[config.mk]
export PLATFORM = sky130hd
export DESIGN_NAME = stk_pipe_al
export DESIGN_NICKNAME = d
export VERILOG_FILES = /design/src/rtl/stk_pipe_al.sv
export SDC_FILE = /design/constraint.sdc
export NUM_CORES = 1
export LEC_CHECK = 0
export ABC_CLOCK_PERIOD_IN_PS = 2960
export CORE_MARGIN = 1
export CORE_UTILIZATION = 39
export DETAILED_ROUTE_END_ITERATION = 10
export DONT_BUFFER_PORTS = 1
export PLACE_DENSITY = 0.56
export SLEW_MARGIN = 15
export SYNTH_ARGS = -nofsm -noshare
export SYNTH_HDL_FRONTEND = slang
export SYNTH_SLANG_ARGS = --single-unit
[constraint.sdc]
create_clock -name clk -period 2.96 [get_ports clk]
set_clock_uncertainty 0.1 [all_clocks]
set_input_delay 0.296 -clock clk [delete_from_list [all_inputs] [get_ports clk]]
set_output_delay 0.296 -clock clk [all_outputs]
set_load 0.05 [all_outputs]
[src/rtl/stk_pipe_al.sv]
`default_nettype none
// +--------------------------------------------------------------------------+
// | stk_pipe_al : stack-pipeline line allocator. Circular free list of line  |
// | pointers, self-initialised after reset, one alloc and one free per cycle.|
// | Optional macro STK_AL_BYPASS_EN forwards a free straight to an alloc     |
// | when the list is empty.                                                  |
// | Revision: 1.0                                                            |
// +--------------------------------------------------------------------------+
module stk_pipe_al #(
  parameter int LINES_N = 16,
  parameter int PTR_W   = $clog2(LINES_N)
) (
  input  logic             clk,
  input  logic             arst,
  input  logic             i_alloc,
  output logic             o_alloc_vld_r,
  output logic [PTR_W-1:0] o_alloc_ptr_r,
  input  logic             i_free,
  input  logic [PTR_W-1:0] i_free_ptr,
  output logic             o_empty_r,
  output logic             o_busy_r,
  output logic [PTR_W:0]   o_count_r,
  output logic [1:0]       o_err_r
);

  localparam logic [PTR_W:0]   c_FULL_CNT = (PTR_W+1)'(LINES_N);
  localparam logic [PTR_W-1:0] c_LAST_K   = PTR_W'(LINES_N - 1);

  typedef enum logic [0:0] {
    ST_INIT = 1'b0,
    ST_RUN  = 1'b1
  } state_t;

  state_t           r_state;
  state_t           w_state_nxt;
  logic [PTR_W-1:0] r_k;
  logic [PTR_W-1:0] r_rd;
  logic [PTR_W-1:0] r_wr;
  logic [PTR_W-1:0] r_mem [LINES_N];

  logic             w_init_done;
  logic             w_cnt_zero;
  logic             w_cnt_full;
  logic             w_bypass;
  logic             w_alloc_ok;
  logic             w_free_ok;
  logic             w_underflow;
  logic             w_overflow;
  logic [PTR_W:0]   w_count_nxt;

  assign w_init_done = (r_k == c_LAST_K);
  assign w_cnt_zero  = (o_count_r == '0);
  assign w_cnt_full  = (o_count_r == c_FULL_CNT);

`ifdef STK_AL_BYPASS_EN
  // Empty list with a concurrent free: hand the freed line straight back.
  assign w_bypass = i_alloc & i_free & w_cnt_zero;
`else
  assign w_bypass = 1'b0;
`endif

  // A free at full is only legal when an alloc vacates a slot the same cycle.
  assign w_alloc_ok  = i_alloc & ~w_cnt_zero;
  assign w_free_ok   = i_free & ~w_bypass & (~w_cnt_full | i_alloc);
  assign w_underflow = i_alloc & w_cnt_zero & ~w_bypass;
  assign w_overflow  = i_free & w_cnt_full & ~i_alloc;
  assign w_count_nxt = o_count_r
                     + {{PTR_W{1'b0}}, w_free_ok}
                     - {{PTR_W{1'b0}}, w_alloc_ok};

  always_ff @(posedge clk or posedge arst) begin
    if (arst) begin
      r_state <= ST_INIT;
    end else begin
      r_state <= w_state_nxt;
    end
  end

  always_comb begin
    w_state_nxt = r_state;
    case (r_state)
      ST_INIT: if (w_init_done) w_state_nxt = ST_RUN;
      ST_RUN:  w_state_nxt = ST_RUN;
      default: w_state_nxt = ST_INIT;
    endcase
  end

  // Free-list storage; contents are rebuilt by INIT, so no reset is needed.
  always_ff @(posedge clk) begin
    if (r_state == ST_INIT) begin
      r_mem[r_k] <= r_k;
    end else if (w_free_ok) begin
      r_mem[r_wr] <= i_free_ptr;
    end
  end

  always_ff @(posedge clk or posedge arst) begin
    if (arst) begin
      r_k           <= '0;
      r_rd          <= '0;
      r_wr          <= '0;
      o_alloc_vld_r <= 1'b0;
      o_alloc_ptr_r <= '0;
      o_empty_r     <= 1'b1;
      o_busy_r      <= 1'b1;
      o_count_r     <= '0;
      o_err_r       <= 2'b00;
    end else begin
      o_alloc_vld_r <= 1'b0;
      case (r_state)
        ST_INIT: begin
          r_k <= r_k + 1'b1;
          if (i_alloc) o_err_r[0] <= 1'b1;
          if (i_free)  o_err_r[1] <= 1'b1;
          if (w_init_done) begin
            o_count_r <= c_FULL_CNT;
            r_rd      <= '0;
            r_wr      <= '0;
            o_empty_r <= 1'b0;
            o_busy_r  <= 1'b0;
          end
        end
        ST_RUN: begin
          if (w_bypass) begin
            o_alloc_vld_r <= 1'b1;
            o_alloc_ptr_r <= i_free_ptr;
          end else if (w_alloc_ok) begin
            o_alloc_vld_r <= 1'b1;
            o_alloc_ptr_r <= r_mem[r_rd];
            r_rd          <= r_rd + 1'b1;
          end
          if (w_free_ok) r_wr <= r_wr + 1'b1;
          o_count_r <= w_count_nxt;
          o_empty_r <= (w_count_nxt == '0);
          if (w_underflow) o_err_r[0] <= 1'b1;
          if (w_overflow)  o_err_r[1] <= 1'b1;
        end
        default: ;
      endcase
    end
  end

endmodule
`default_nettype wire

==> results of run 1 <==
==> per-layer routing <==
| layer | global-route usage | up-vias | wire, µm |
|---|---|---|---|
| met4 | 0.0367 | 0 | 75 |
| met2 | 0.243 | 44 | 3780 |
| met1 | 0.211 | 1132 | 3590 |
| met5 | 0 | - | 0 |
| li1 | - | 1057 | - |
| met3 | 0.0451 | 7 | 248 |
==> Yosys cell counts (5+ instances only) <==
library cell / count / area (µm²)
dfrtp_1: 25 / 626
mux4_2: 7 / 158
edfxtp_1: 64 / 1920
o21ai_0: 7 / 35.0
xnor2_1: 7 / 61.3
ha_1: 9 / 113
mux2_2: 5 / 56.3
mux2i_1: 8 / 80.1
nand3_1: 7 / 35.0
a21o_1: 8 / 60.1
nor2_1: 18 / 67.6
nand2_1: 7 / 26.3
mux4_1: 9 / 236
inv_1: 16 / 60.1
o22ai_1: 5 / 31.3
==> layout make-up <==
| cell class | count | area (µm²) |
|---|---|---|
| fillers | 872 | 5330 |
| flip-flops and latches | 91 | 2600 |
| multi-input cells | 144 | 1400 |
| repair buffers | 25 | 195 |
| well taps | 133 | 166 |
| clock buffers | 10 | 128 |
| clock inverters | 6 | 71.3 |
| inverters | 16 | 60.1 |
==> power breakdown <==
part | switching [mW] | internal (mW)
Clock | 0.438 | 0.398
Sequential | 0.312 | 1.56
Combinational | 0.798 | 0.726
==> flip-flops by register name, indices dropped and copies added, names as in the netlist <==
name,count
r_mem,64
o_empty_r,1
o_alloc_vld_r,1
o_count_r,5
o_err_r,2
o_alloc_ptr_r,4
r_rd,4
r_state,1
o_busy_r,1
r_wr,4
r_k,4
==> how the worst max path moves through the flow <==
stage / start / end / slack [ns]
after floorplan: o_count_r[3]$_DFFE_PP0P_ / o_empty_r$_DFFE_PP1P_ / -0.19
after global placement: o_count_r[3]$_DFFE_PP0P_ / o_empty_r$_DFFE_PP1P_ / -0.05
after detailed placement: o_count_r[3]$_DFFE_PP0P_ / o_empty_r$_DFFE_PP1P_ / -0.13
after CTS: o_count_r[3]$_DFFE_PP0P_ / o_empty_r$_DFFE_PP1P_ / -0.06
after global routing: o_count_r[3]$_DFFE_PP0P_ / o_empty_r$_DFFE_PP1P_ / -0.16
final: o_count_r[3]$_DFFE_PP0P_ / o_empty_r$_DFFE_PP1P_ / -0.07
==> through the flow <==
step	utilization	instances	worst slack [ns]	area, µm²
after floorplan	-	262	-0.192	4110
after global routing	0.464	425	-0.156	4620
after global placement	0.436	403	-0.0490	4340
final	0.464	425	-0.0660	4620
after detailed placement	0.436	403	-0.135	4340
after CTS	0.462	424	-0.0619	4590
==> worst min-delay path: stages <==
cell and delay (ns):
nand4_1 0.08, xnor2_1 0.06, and2_1 0.15
==> cells by family after synthesis <==
group,after synthesis,synth area share
xor gates and xnor gates,8,0.0172
and+or+nand+nor,56,0.0714
buffers and inverters,27,0.0345
muxes,30,0.133
adders and majority gates,10,0.0326
DFF,91,0.639
AOI/OAI and AO/OA,40,0.0717
==> repair_timing <==
action,CTS,global route
buffers inserted,2,1
endpoints found under the hold margin,17,0
endpoints found under the setup margin,2,2
resized for setup,3,2
pin swaps,3,1
hold buffers,3,0
==> run metrics, run 1 <==
run status=finished with violations; violations in the final reports=setup timing; chip width=104 µm; CTS Buffer Depth=2; area overhead of the layout relative to synthesis=13.7%; synthesized area per cell=15.5 µm²; required arrival time at the worst endpoint=3.15 ns; worst-path fanout max=2; Static Leakage=1.72 nW; reg2reg setup slack=-0.07 ns; arrival time of data at the critical path endpoint=3.21 ns; average wire per cell in the routed design=18.1 µm; wire length of the first global-routing pass=12,400 µm; Seq cells post-synth=91; initial antenna violation count=0; post-layout total power=4.23 mW; maximum capacitance violations=0; most common library cell in the layout ignoring fill and taps=edfxtp_1; startpoint kind of the worst setup timing path=flop; delay contributed by the slowest stage of the critical path=0.45 ns; DR pass1 iterations=4; Row Count=36; prevailing post-synth register cell=edfxtp_1; clock edge transition at the registers on the reported setup and hold paths=0.10 ns; buffers plus inverters on the worst setup path=2; FFs w/ async S/R, synth=0.297; Cell Area, Synth=4070 µm²; number of clock sinks seen by CTS=91; routability cong.=0.789; fraction of final layout cells with drive strength greater than 1=0.233; start point of the worst min-delay path=i_alloc; TritonCTS clock tree=yes; most frequent cells in the layout=64 x edfxtp_1, 23 x dfrtp_1, 22 x buf_4; total global routing track utilization=0.154; cells on worst reg2reg path=12; Final ANT Viol Nets=0; number of hold violations in the final report=0; HPWL after detailed placement=5410 µm; Critical Path Sink Type=flop; number of failing setup endpoints in the final timing report=2; clock root cell=clkbuf_8; Worst-Margin Slew=0.749 ns; starting density of the core=0.408; Final Slew Violations=0; Port-buffer cells=0; TNS Setup=-0.0806 ns; number of global-route vias before repair=2,185; top-level I/O count=22; time the final worst path needs with I/O delays and setup=3.03 ns; post-synthesis instance total=262; average vias per placed instance=5.27; number of library cell types mapped by synthesis=48; dominant delay contributor by cell family on the critical path=adder cells; worst reg2reg path startpoint=o_count_r[3]$_DFFE_PP0P_; # DRC=0; synthesized netlist net count=280; min setup slack post-route=-0.0660 ns; n_diodes=0; sequential area share after synthesis=0.639; unrepaired setup endpoints after global routing=true; core region area=9950 µm²; Worst path depth=12; chain of cells forming the critical path=inv_2, ha_4, or4b_4, and2_4, ha_4, inv_2, ha_4, fa_2, a21o_1, a2111oi_4, o21bai_4, a32o_1; maximum number of pins on one net before global-route repair=21; Worst-Skew Late Latency=0.36 ns; area enclosed by the die boundary=10,800 µm²; worst slew slack as a fraction of its limit=0.501; path type of the worst min-delay path=in2reg; TritonCTS buffer count=9; CP Class=reg2reg; NumNets Final=305; number of warnings reported in the yosys synthesis log=0; Remaining Overflow, GRT=0; endpoint of the worst-slack reg-to-reg timing path=o_empty_r$_DFFE_PP1P_; WL final=7690 µm; VDD IR-drop max=0.000467 V; portion of the clock cycle consumed by the worst path in the final layout=1.02; library cell contributing the largest single delay on the critical path=or4b_4; vertical extent of the die=104 µm; final hold slack=0.154 ns; EDFF count, synth=64; worst hold stages=3; highest clock rate=330 MHz; 1st-iter DRT viols=95; H-Tree Depth=3; hold endpoint=r_rd[2]$_DFFE_PP0P_; power density over cell area=916 nW/µm²; number of vias in the routed layout=2,240; most frequent cell on the critical path=ha_4
No activity file was read; power rests on OpenSTA's default activity.
==> inputs of run 2 (changes only) <==
Settings changed: ABC_AREA from default to 1, ABC_CLOCK_PERIOD_IN_PS 2960 to 2500.
Clock period 2.96 ns to 2.5 ns, I/O delays scaled along.
==> run 2 against run 1 <==
The run now ends clean; routed wire length grew 16%; highest routed layer unchanged; global-route usage increased by 1.6 points; count of clock-buffer cells in the layout is 1 lower; sequential power is 14% higher; clock power up 29%; flip-flop and latch count stayed put.
==> run metrics, run 2 <==
run status=complete, no violations (was finished with violations); global routing met2 resource utilization=0.280 (was 0.243); area share of the largest cell type after synthesis=0.450 (was 0.473); cells on worst reg2reg path=13 (was 12); highest clock rate=406 MHz (was 330 MHz); Worst-Margin Slew=0.634 ns (was 0.749 ns); initial antenna violation count=0 (unchanged); number of vias in the routed layout=2,911 (was 2,240); busiest metal layer after global routing=met2 (unchanged); global routing met3 resource utilization=0.0444 (was 0.0451); H-Tree Depth=3 (unchanged); TritonCTS buffer count=9 (unchanged); required arrival time at the worst endpoint=2.70 ns (was 3.15 ns); HPWL after detailed placement=6210 µm (was 5410 µm); clock root cell=clkbuf_8 (unchanged); leading registers by flop count=r_mem (64), o_count_r (5) (unchanged); total global routing track utilization=0.171 (was 0.154); number of warnings reported in the yosys synthesis log=0 (unchanged); startpoint kind of the worst setup timing path=flop (unchanged); synthesized area per cell=9.66 µm² (was 15.5 µm²); Post-synth top cells=153 x nand2_1, 64 x edfxtp_1, 45 x nand3_1 (was 64 x edfxtp_1, 25 x dfrtp_1, 18 x nor2_1); area leader, netlist=edfxtp_1 (unchanged); area enclosed by the die boundary=11,400 µm² (was 10,800 µm²); final hold slack=0.0174 ns (was 0.154 ns); Layout Utilization=0.468 (was 0.464); number of failing setup endpoints in the final timing report=0 (was 2); worst slew slack as a fraction of its limit=0.577 (was 0.501); time the final worst path needs with I/O delays and setup=2.46 ns (was 3.03 ns); worst-path fanout max=2 (unchanged); top-level I/O count=22 (unchanged); final design area excluding fillers=4900 µm² (was 4620 µm²); 1st-iter DRT viols=164 (was 95); most common library cell in the layout ignoring fill and taps=nand2_1 (was edfxtp_1); Port-buffer cells=0 (unchanged); number of library cell types mapped by synthesis=34 (was 48); most flop-heavy register=r_mem (unchanged); wire length of the first global-routing pass=14,700 µm (was 12,400 µm); post-synthesis instance total=442 (was 262); cell types occupying the most area after synthesis=edfxtp_1 45%, dfrtp_1 15%, nand2_1 13% (was edfxtp_1 47%, dfrtp_1 15%, mux4_1 5.8%); average vias per placed instance=4.80 (was 5.27); origin of the worst setup path=o_count_r[2]$_DFFE_PP0P_ (was o_count_r[3]$_DFFE_PP0P_); sequential area share after synthesis=0.609 (was 0.639); EDFF count, synth=64 (unchanged); filler instances=1,019 (was 872); core region area=10,500 µm² (was 9950 µm²); portion of the clock cycle consumed by the worst path in the final layout=0.986 (was 1.02); DR pass1 iterations=4 (unchanged); synthesized netlist net count=460 (was 280); path type of the worst min-delay path=in2reg (unchanged); most frequent cell after synthesis=nand2_1 (was edfxtp_1); number of hold violations in the final report=0 (unchanged); number of clock sinks seen by CTS=91 (unchanged); VDD IR-drop max=0.000814 V (was 0.000467 V); CTS Buffer Depth=2 (unchanged); prevailing post-synth register cell=edfxtp_1 (unchanged); placed standard-cell area=4530 µm² (was 4340 µm²); average wire per cell in the routed design=14.8 µm (was 18.1 µm); end of the critical path=o_empty_r$_DFFE_PP1P_ (unchanged); TritonCTS clock tree=yes (unchanged); starting density of the core=0.408 (about the same); maximum capacitance violations=0 (unchanged); Remaining Overflow, GRT=0 (unchanged); M1 GR Usage=0.224 (was 0.211); clock edge transition at the registers on the reported setup and hold paths=0.09 ns (was 0.10 ns); FFs w/ async S/R, synth=0.297 (unchanged); routability cong.=0.828 (was 0.789); NumNets Final=483 (was 305); Final Slew Violations=0 (unchanged); most frequent cells in the layout=151 x nand2_1, 64 x edfxtp_1, 43 x nand3_1 (was 64 x edfxtp_1, 23 x dfrtp_1, 22 x buf_4); chip width=107 µm (was 104 µm); vertical extent of the die=107 µm (was 104 µm); WL final=8950 µm (was 7690 µm); Critical Path Sink Type=flop (unchanged); Worst-Skew Late Latency=0.35 ns (was 0.36 ns); fraction of final layout cells with drive strength greater than 1=0.170 (was 0.233); Seq cells post-synth=91 (unchanged); CP Class=reg2reg (unchanged); arrival time of data at the critical path endpoint=2.66 ns (was 3.21 ns); power density over cell area=1100 nW/µm² (was 916 nW/µm²); worst reg2reg path startpoint=o_count_r[2]$_DFFE_PP0P_ (was o_count_r[3]$_DFFE_PP0P_); maximum number of pins on one net before global-route repair=35 (was 21); number of flip-flops under the largest register name=64 (unchanged); post-layout total power=5.40 mW (was 4.23 mW); number of global-route vias before repair=2,963 (was 2,185); n_diodes=0 (unchanged); Final ANT Viol Nets=0 (unchanged); endpoint of the worst-slack reg-to-reg timing path=o_empty_r$_DFFE_PP1P_ (unchanged); Cell Area, Synth=4270 µm² (was 4070 µm²); Static Leakage=2.14 nW (was 1.72 nW); unrepaired setup endpoints after global routing=true (unchanged); area overhead of the layout relative to synthesis=14.6% (was 13.7%); Row Count=37 (was 36); # DRC=0 (unchanged); reg2reg setup slack=0.04 ns (was -0.07 ns)
==> run 2: worst min-delay path by stage <==
stage                     slack, ns  cells past startpoint    from                            to
final                          0.02                      3  i_free           r_wr[0]$_DFFE_PP0P_
after global routing           0.01                      3  i_free           r_wr[0]$_DFFE_PP0P_
after CTS                     0.004                      3  i_free           r_wr[0]$_DFFE_PP0P_
after detailed placement       0.16                      1    arst        o_err_r[0]$_DFFE_PP0P_
after global placement         0.15                      1    arst       o_alloc_vld_r$_DFF_PP0_
after floorplan                0.20                      1    arst  o_alloc_ptr_r[0]$_DFFE_PP0P_
==> run 2: final cells by class <==
cell class              instances  area, µm²  share of cell area
repair buffers                 27        214              0.0437
multi-input cells             287       1500               0.306
clock buffers                   9        124              0.0253
well taps                     136        170              0.0348
inverters                      49        186              0.0381
flip-flops and latches         91       2610               0.532
clock inverters                 7       97.6              0.0199
==> run 2: critical path, cell delays in order, from the launching register on <==
cell and delay (ns):
dfrtp_2 0.41, inv_2 0.08, ha_4 0.16, nand3_4 0.08
nand2_2 0.08, inv_2 0.04, ha_4 0.25, inv_2 0.04
ha_4 0.15, fa_2 0.38, xnor2_2 0.19, nand3_1 0.09
or2_4 0.25, o21ai_2 0.10
==> run 2: kinds of logic (layout without fill, tap and decap cells) <==
group / count (synthesis) / in the layout / synth area share
AND/OR/NAND/NOR: 247 / 247 / 0.256
flip-flops: 91 / 91 / 0.609
buffers and inverters: 64 / 92 / 0.0612
AO/OA/AOI/OAI: 24 / 24 / 0.0308
adder cells (fa/ha/maj): 10 / 10 / 0.0310
XOR/XNOR: 6 / 6 / 0.0123
==> run 2: per-stage QoR <==
step	TNS [ns]	std cells	setup slack, ns
final	0	606	0.0355
after global routing	-0.0930	606	-0.0608
after CTS	0	600	0.000558
after detailed placement	-0.0502	580	-0.0502
after global placement	0	580	0.0151
after floorplan	-0.108	442	-0.108
==> run 2: per-layer routing <==
layer	vias up	wire [µm]	share of wire
met3	12	367	0.041
met2	54	4270	0.48
li1	1483	-	-
met1	1362	4170	0.47
met5	-	0	0
met4	0	150	0.017
==> run 2: repair_timing <==
action	4_1_cts	5_1_grt
hold buffers	3	0
gates resized for setup	2	12
gates cloned	0	0
endpoints found under the hold margin	17	0
pin swaps	2	9
setup endpoints to repair	1	2
setup buffers	1	6
==> run 2: where the power goes <==
part           switching, mW  internal (mW)  leakage, nW
sequential             0.296           1.84        0.902
clock                  0.517          0.567        0.102
combinational           1.37          0.811         1.14
==> inputs of run 3 (changes only) <==
==> constraint.sdc (replaced) <==
create_clock -name clk -period 2.5 [get_ports clk]
set_clock_uncertainty 0.1 [all_clocks]
set_input_delay 0.375 -clock clk [delete_from_list [all_inputs] [get_ports clk]]
set_output_delay 0.375 -clock clk [all_outputs]
set_load 0.05 [all_outputs]
==> run 3 against run 2 <==
Hold slack improved by 0.032 ns; flip-flop and latch count did not move; register-to-register slack about the same; cell count decreased by 0.99%; first-iteration DRC count fell by 24%; total power decreased by 2.6%; largest cell class unchanged.
==> run metrics, run 3 (synthesis gave the netlist of run 2 again) <==
leading registers by flop count=r_mem (64), o_count_r (5) (unchanged); Remaining Overflow, GRT=0 (unchanged); total global routing track utilization=0.172 (was 0.171); number of global-route vias before repair=2,880 (was 2,963); fraction of final layout cells with drive strength greater than 1=0.149 (was 0.170); TritonCTS buffer count=9 (unchanged); clock root cell=clkbuf_8 (unchanged); Final ANT Viol Nets=0 (unchanged); Port-buffer cells=0 (unchanged); Critical Path Sink Type=flop (unchanged); number of failing setup endpoints in the final timing report=0 (unchanged); maximum capacitance violations=0 (unchanged); CP Class=reg2reg (unchanged); number of hold violations in the final report=0 (unchanged); startpoint kind of the worst setup timing path=flop (unchanged); global routing met2 resource utilization=0.288 (was 0.280); path type of the worst min-delay path=in2reg (unchanged); library cell contributing the largest single delay on the critical path=dfrtp_2 (unchanged); most frequent cells in the layout=151 x nand2_1, 64 x edfxtp_1, 44 x nand3_1 (was 151 x nand2_1, 64 x edfxtp_1, 43 x nand3_1); chip width=107 µm (unchanged); origin of the worst setup path=o_count_r[3]$_DFFE_PP0P_ (was o_count_r[2]$_DFFE_PP0P_); worst-path fanout max=3 (was 2); power density over cell area=1090 nW/µm² (was 1100 nW/µm²); unrepaired setup endpoints after global routing=true (unchanged); cells on worst reg2reg path=13 (unchanged); required arrival time at the worst endpoint=2.68 ns (was 2.70 ns); NumNets Final=477 (was 483); area enclosed by the die boundary=11,400 µm² (unchanged); Worst-Skew Late Latency=0.35 ns (about the same); worst slew slack as a fraction of its limit=0.565 (was 0.577); n_diodes=0 (unchanged); TritonCTS clock tree=yes (unchanged); average vias per placed instance=4.87 (was 4.80); chain of cells forming the critical path=inv_4, ha_4, buf_4, nand3_4, nand2_2, ha_4, inv_2, ha_4, fa_2, xnor2_2, nand3_1, or2_4, o21ai_1 (was inv_2, ha_4, nand3_4, nand2_2, inv_2, ha_4, inv_2, ha_4, fa_2, xnor2_2, nand3_1, or2_4, o21ai_2); area overhead of the layout relative to synthesis=12.7% (was 14.6%); WL final=8930 µm (was 8950 µm); M1 GR Usage=0.225 (was 0.224); Row Count=37 (unchanged); post-layout total power=5.26 mW (was 5.40 mW); # DRC=0 (unchanged); HPWL after detailed placement=6230 µm (was 6210 µm); starting density of the core=0.408 (unchanged); delay contributed by the slowest stage of the critical path=0.39 ns (was 0.41 ns); CTS Buffer Depth=2 (unchanged); worst hold stages=1 (was 3); Post-Place Worst Slack=-0.0462 ns (was -0.0502 ns); average wire per cell in the routed design=14.9 µm (was 14.8 µm); core region area=10,500 µm² (unchanged); end of the critical path=o_empty_r$_DFFE_PP1P_ (unchanged); most frequent cell on the critical path=ha_4; buffers plus inverters on the worst setup path=3 (unchanged); 1st-iter DRT viols=125 (was 164); highest clock rate=404 MHz (was 406 MHz); endpoint of the worst-slack reg-to-reg timing path=o_empty_r$_DFFE_PP1P_ (unchanged); busiest metal layer after global routing=met2 (unchanged); time the final worst path needs with I/O delays and setup=2.48 ns (was 2.46 ns); number of flip-flops under the largest register name=64 (unchanged); reg2reg setup slack=0.02 ns (was 0.04 ns); most common library cell in the layout ignoring fill and taps=nand2_1 (unchanged); Final Slew Violations=0 (unchanged); worst reg2reg path startpoint=o_count_r[3]$_DFFE_PP0P_ (was o_count_r[2]$_DFFE_PP0P_); Static Leakage=2.11 nW (was 2.14 nW); routability cong.=0.814 (was 0.828); dominant delay contributor by cell family on the critical path=adder cells (unchanged); Worst-Margin Slew=0.651 ns (was 0.634 ns); run status=complete, no violations (unchanged); initial antenna violation count=0 (unchanged); maximum number of pins on one net before global-route repair=35 (unchanged); min setup slack post-route=0.0224 ns (was 0.0355 ns); top-level I/O count=22 (unchanged); VDD IR-drop max=0.000916 V (was 0.000814 V); portion of the clock cycle consumed by the worst path in the final layout=0.991 (was 0.986); number of vias in the routed layout=2,923 (was 2,911); Worst path depth=13 (unchanged); wire length of the first global-routing pass=14,600 µm (was 14,700 µm); number of clock sinks seen by CTS=91 (unchanged); clock edge transition at the registers on the reported setup and hold paths=0.08 ns (was 0.09 ns); DR pass1 iterations=4 (unchanged); global routing met3 resource utilization=0.0389 (was 0.0444); most flop-heavy register=r_mem (unchanged); H-Tree Depth=3 (unchanged); arrival time of data at the critical path endpoint=2.66 ns (about the same); vertical extent of the die=107 µm (unchanged)
==> run 3: what timing repair did <==
item / CTS / global route
gates resized for setup: 1 / 9
buffers inserted: 0 / 3
hold buffers: 1 / 0
endpoints found under the hold margin: 15 / 0
setup endpoints to repair: 1 / 2
pin swaps: 2 / 6
==> run 3: power by group <==
group          internal (mW)  switching [mW]  total, mW
clock network          0.567           0.475       1.04
logic                  0.740            1.34       2.08
registers               1.84           0.297       2.14
==> run 3: layout make-up <==
class                   instances  area (µm²)
fillers                      1023        5650
flip-flops and latches         91        2610
multi-input cells             287        1490
inverters                      49         186
well taps                     136         170
repair buffers                 21         160
clock buffers                  14         143
clock inverters                 2        60.1
==> run 3: worst reg2reg max path, cell delays in order, from the launching register on <==
cell and delay, ns:
dfrtp_2 0.39, inv_4 0.05, ha_4 0.16, buf_4 0.13, nand3_4 0.07, nand2_2 0.06, ha_4 0.26, inv_2 0.04
ha_4 0.15, fa_2 0.38, xnor2_2 0.19, nand3_1 0.09, or2_4 0.23, o21ai_1 0.11
==> run 3: worst min path at each step <==
stage / slack [ns] / start / end
final: 0.05 / i_free / o_err_r[1]$_DFFE_PP0P_
after global routing: 0.02 / i_free / o_err_r[1]$_DFFE_PP0P_
after CTS: 0.03 / i_free / o_err_r[1]$_DFFE_PP0P_
after detailed placement: 0.29 / arst / o_err_r[0]$_DFFE_PP0P_
after global placement: 0.27 / arst / o_alloc_vld_r$_DFF_PP0_
after floorplan: 0.33 / arst / o_alloc_ptr_r[0]$_DFFE_PP0P_
==> run 3: through the flow <==
stage	cell area [µm²]	std cells	setup TNS, ns	util	hold WS, ns
after floorplan	4310	442	-0.108	-	0.326
after global placement	4530	580	0	0.433	0.270
after detailed placement	4530	580	-0.0462	0.433	0.287
after CTS	4750	597	0	0.454	0.0284
after global routing	4810	600	-0.211	0.460	0.0199
final	4810	600	0	0.460	0.0496
==> run 3: routing by layer <==
layer / vias up / routed length (µm)
li1: 1467 / -
met1: 1395 / 4180
met2: 52 / 4320
met3: 9 / 309
met4: 0 / 116
met5: - / 0
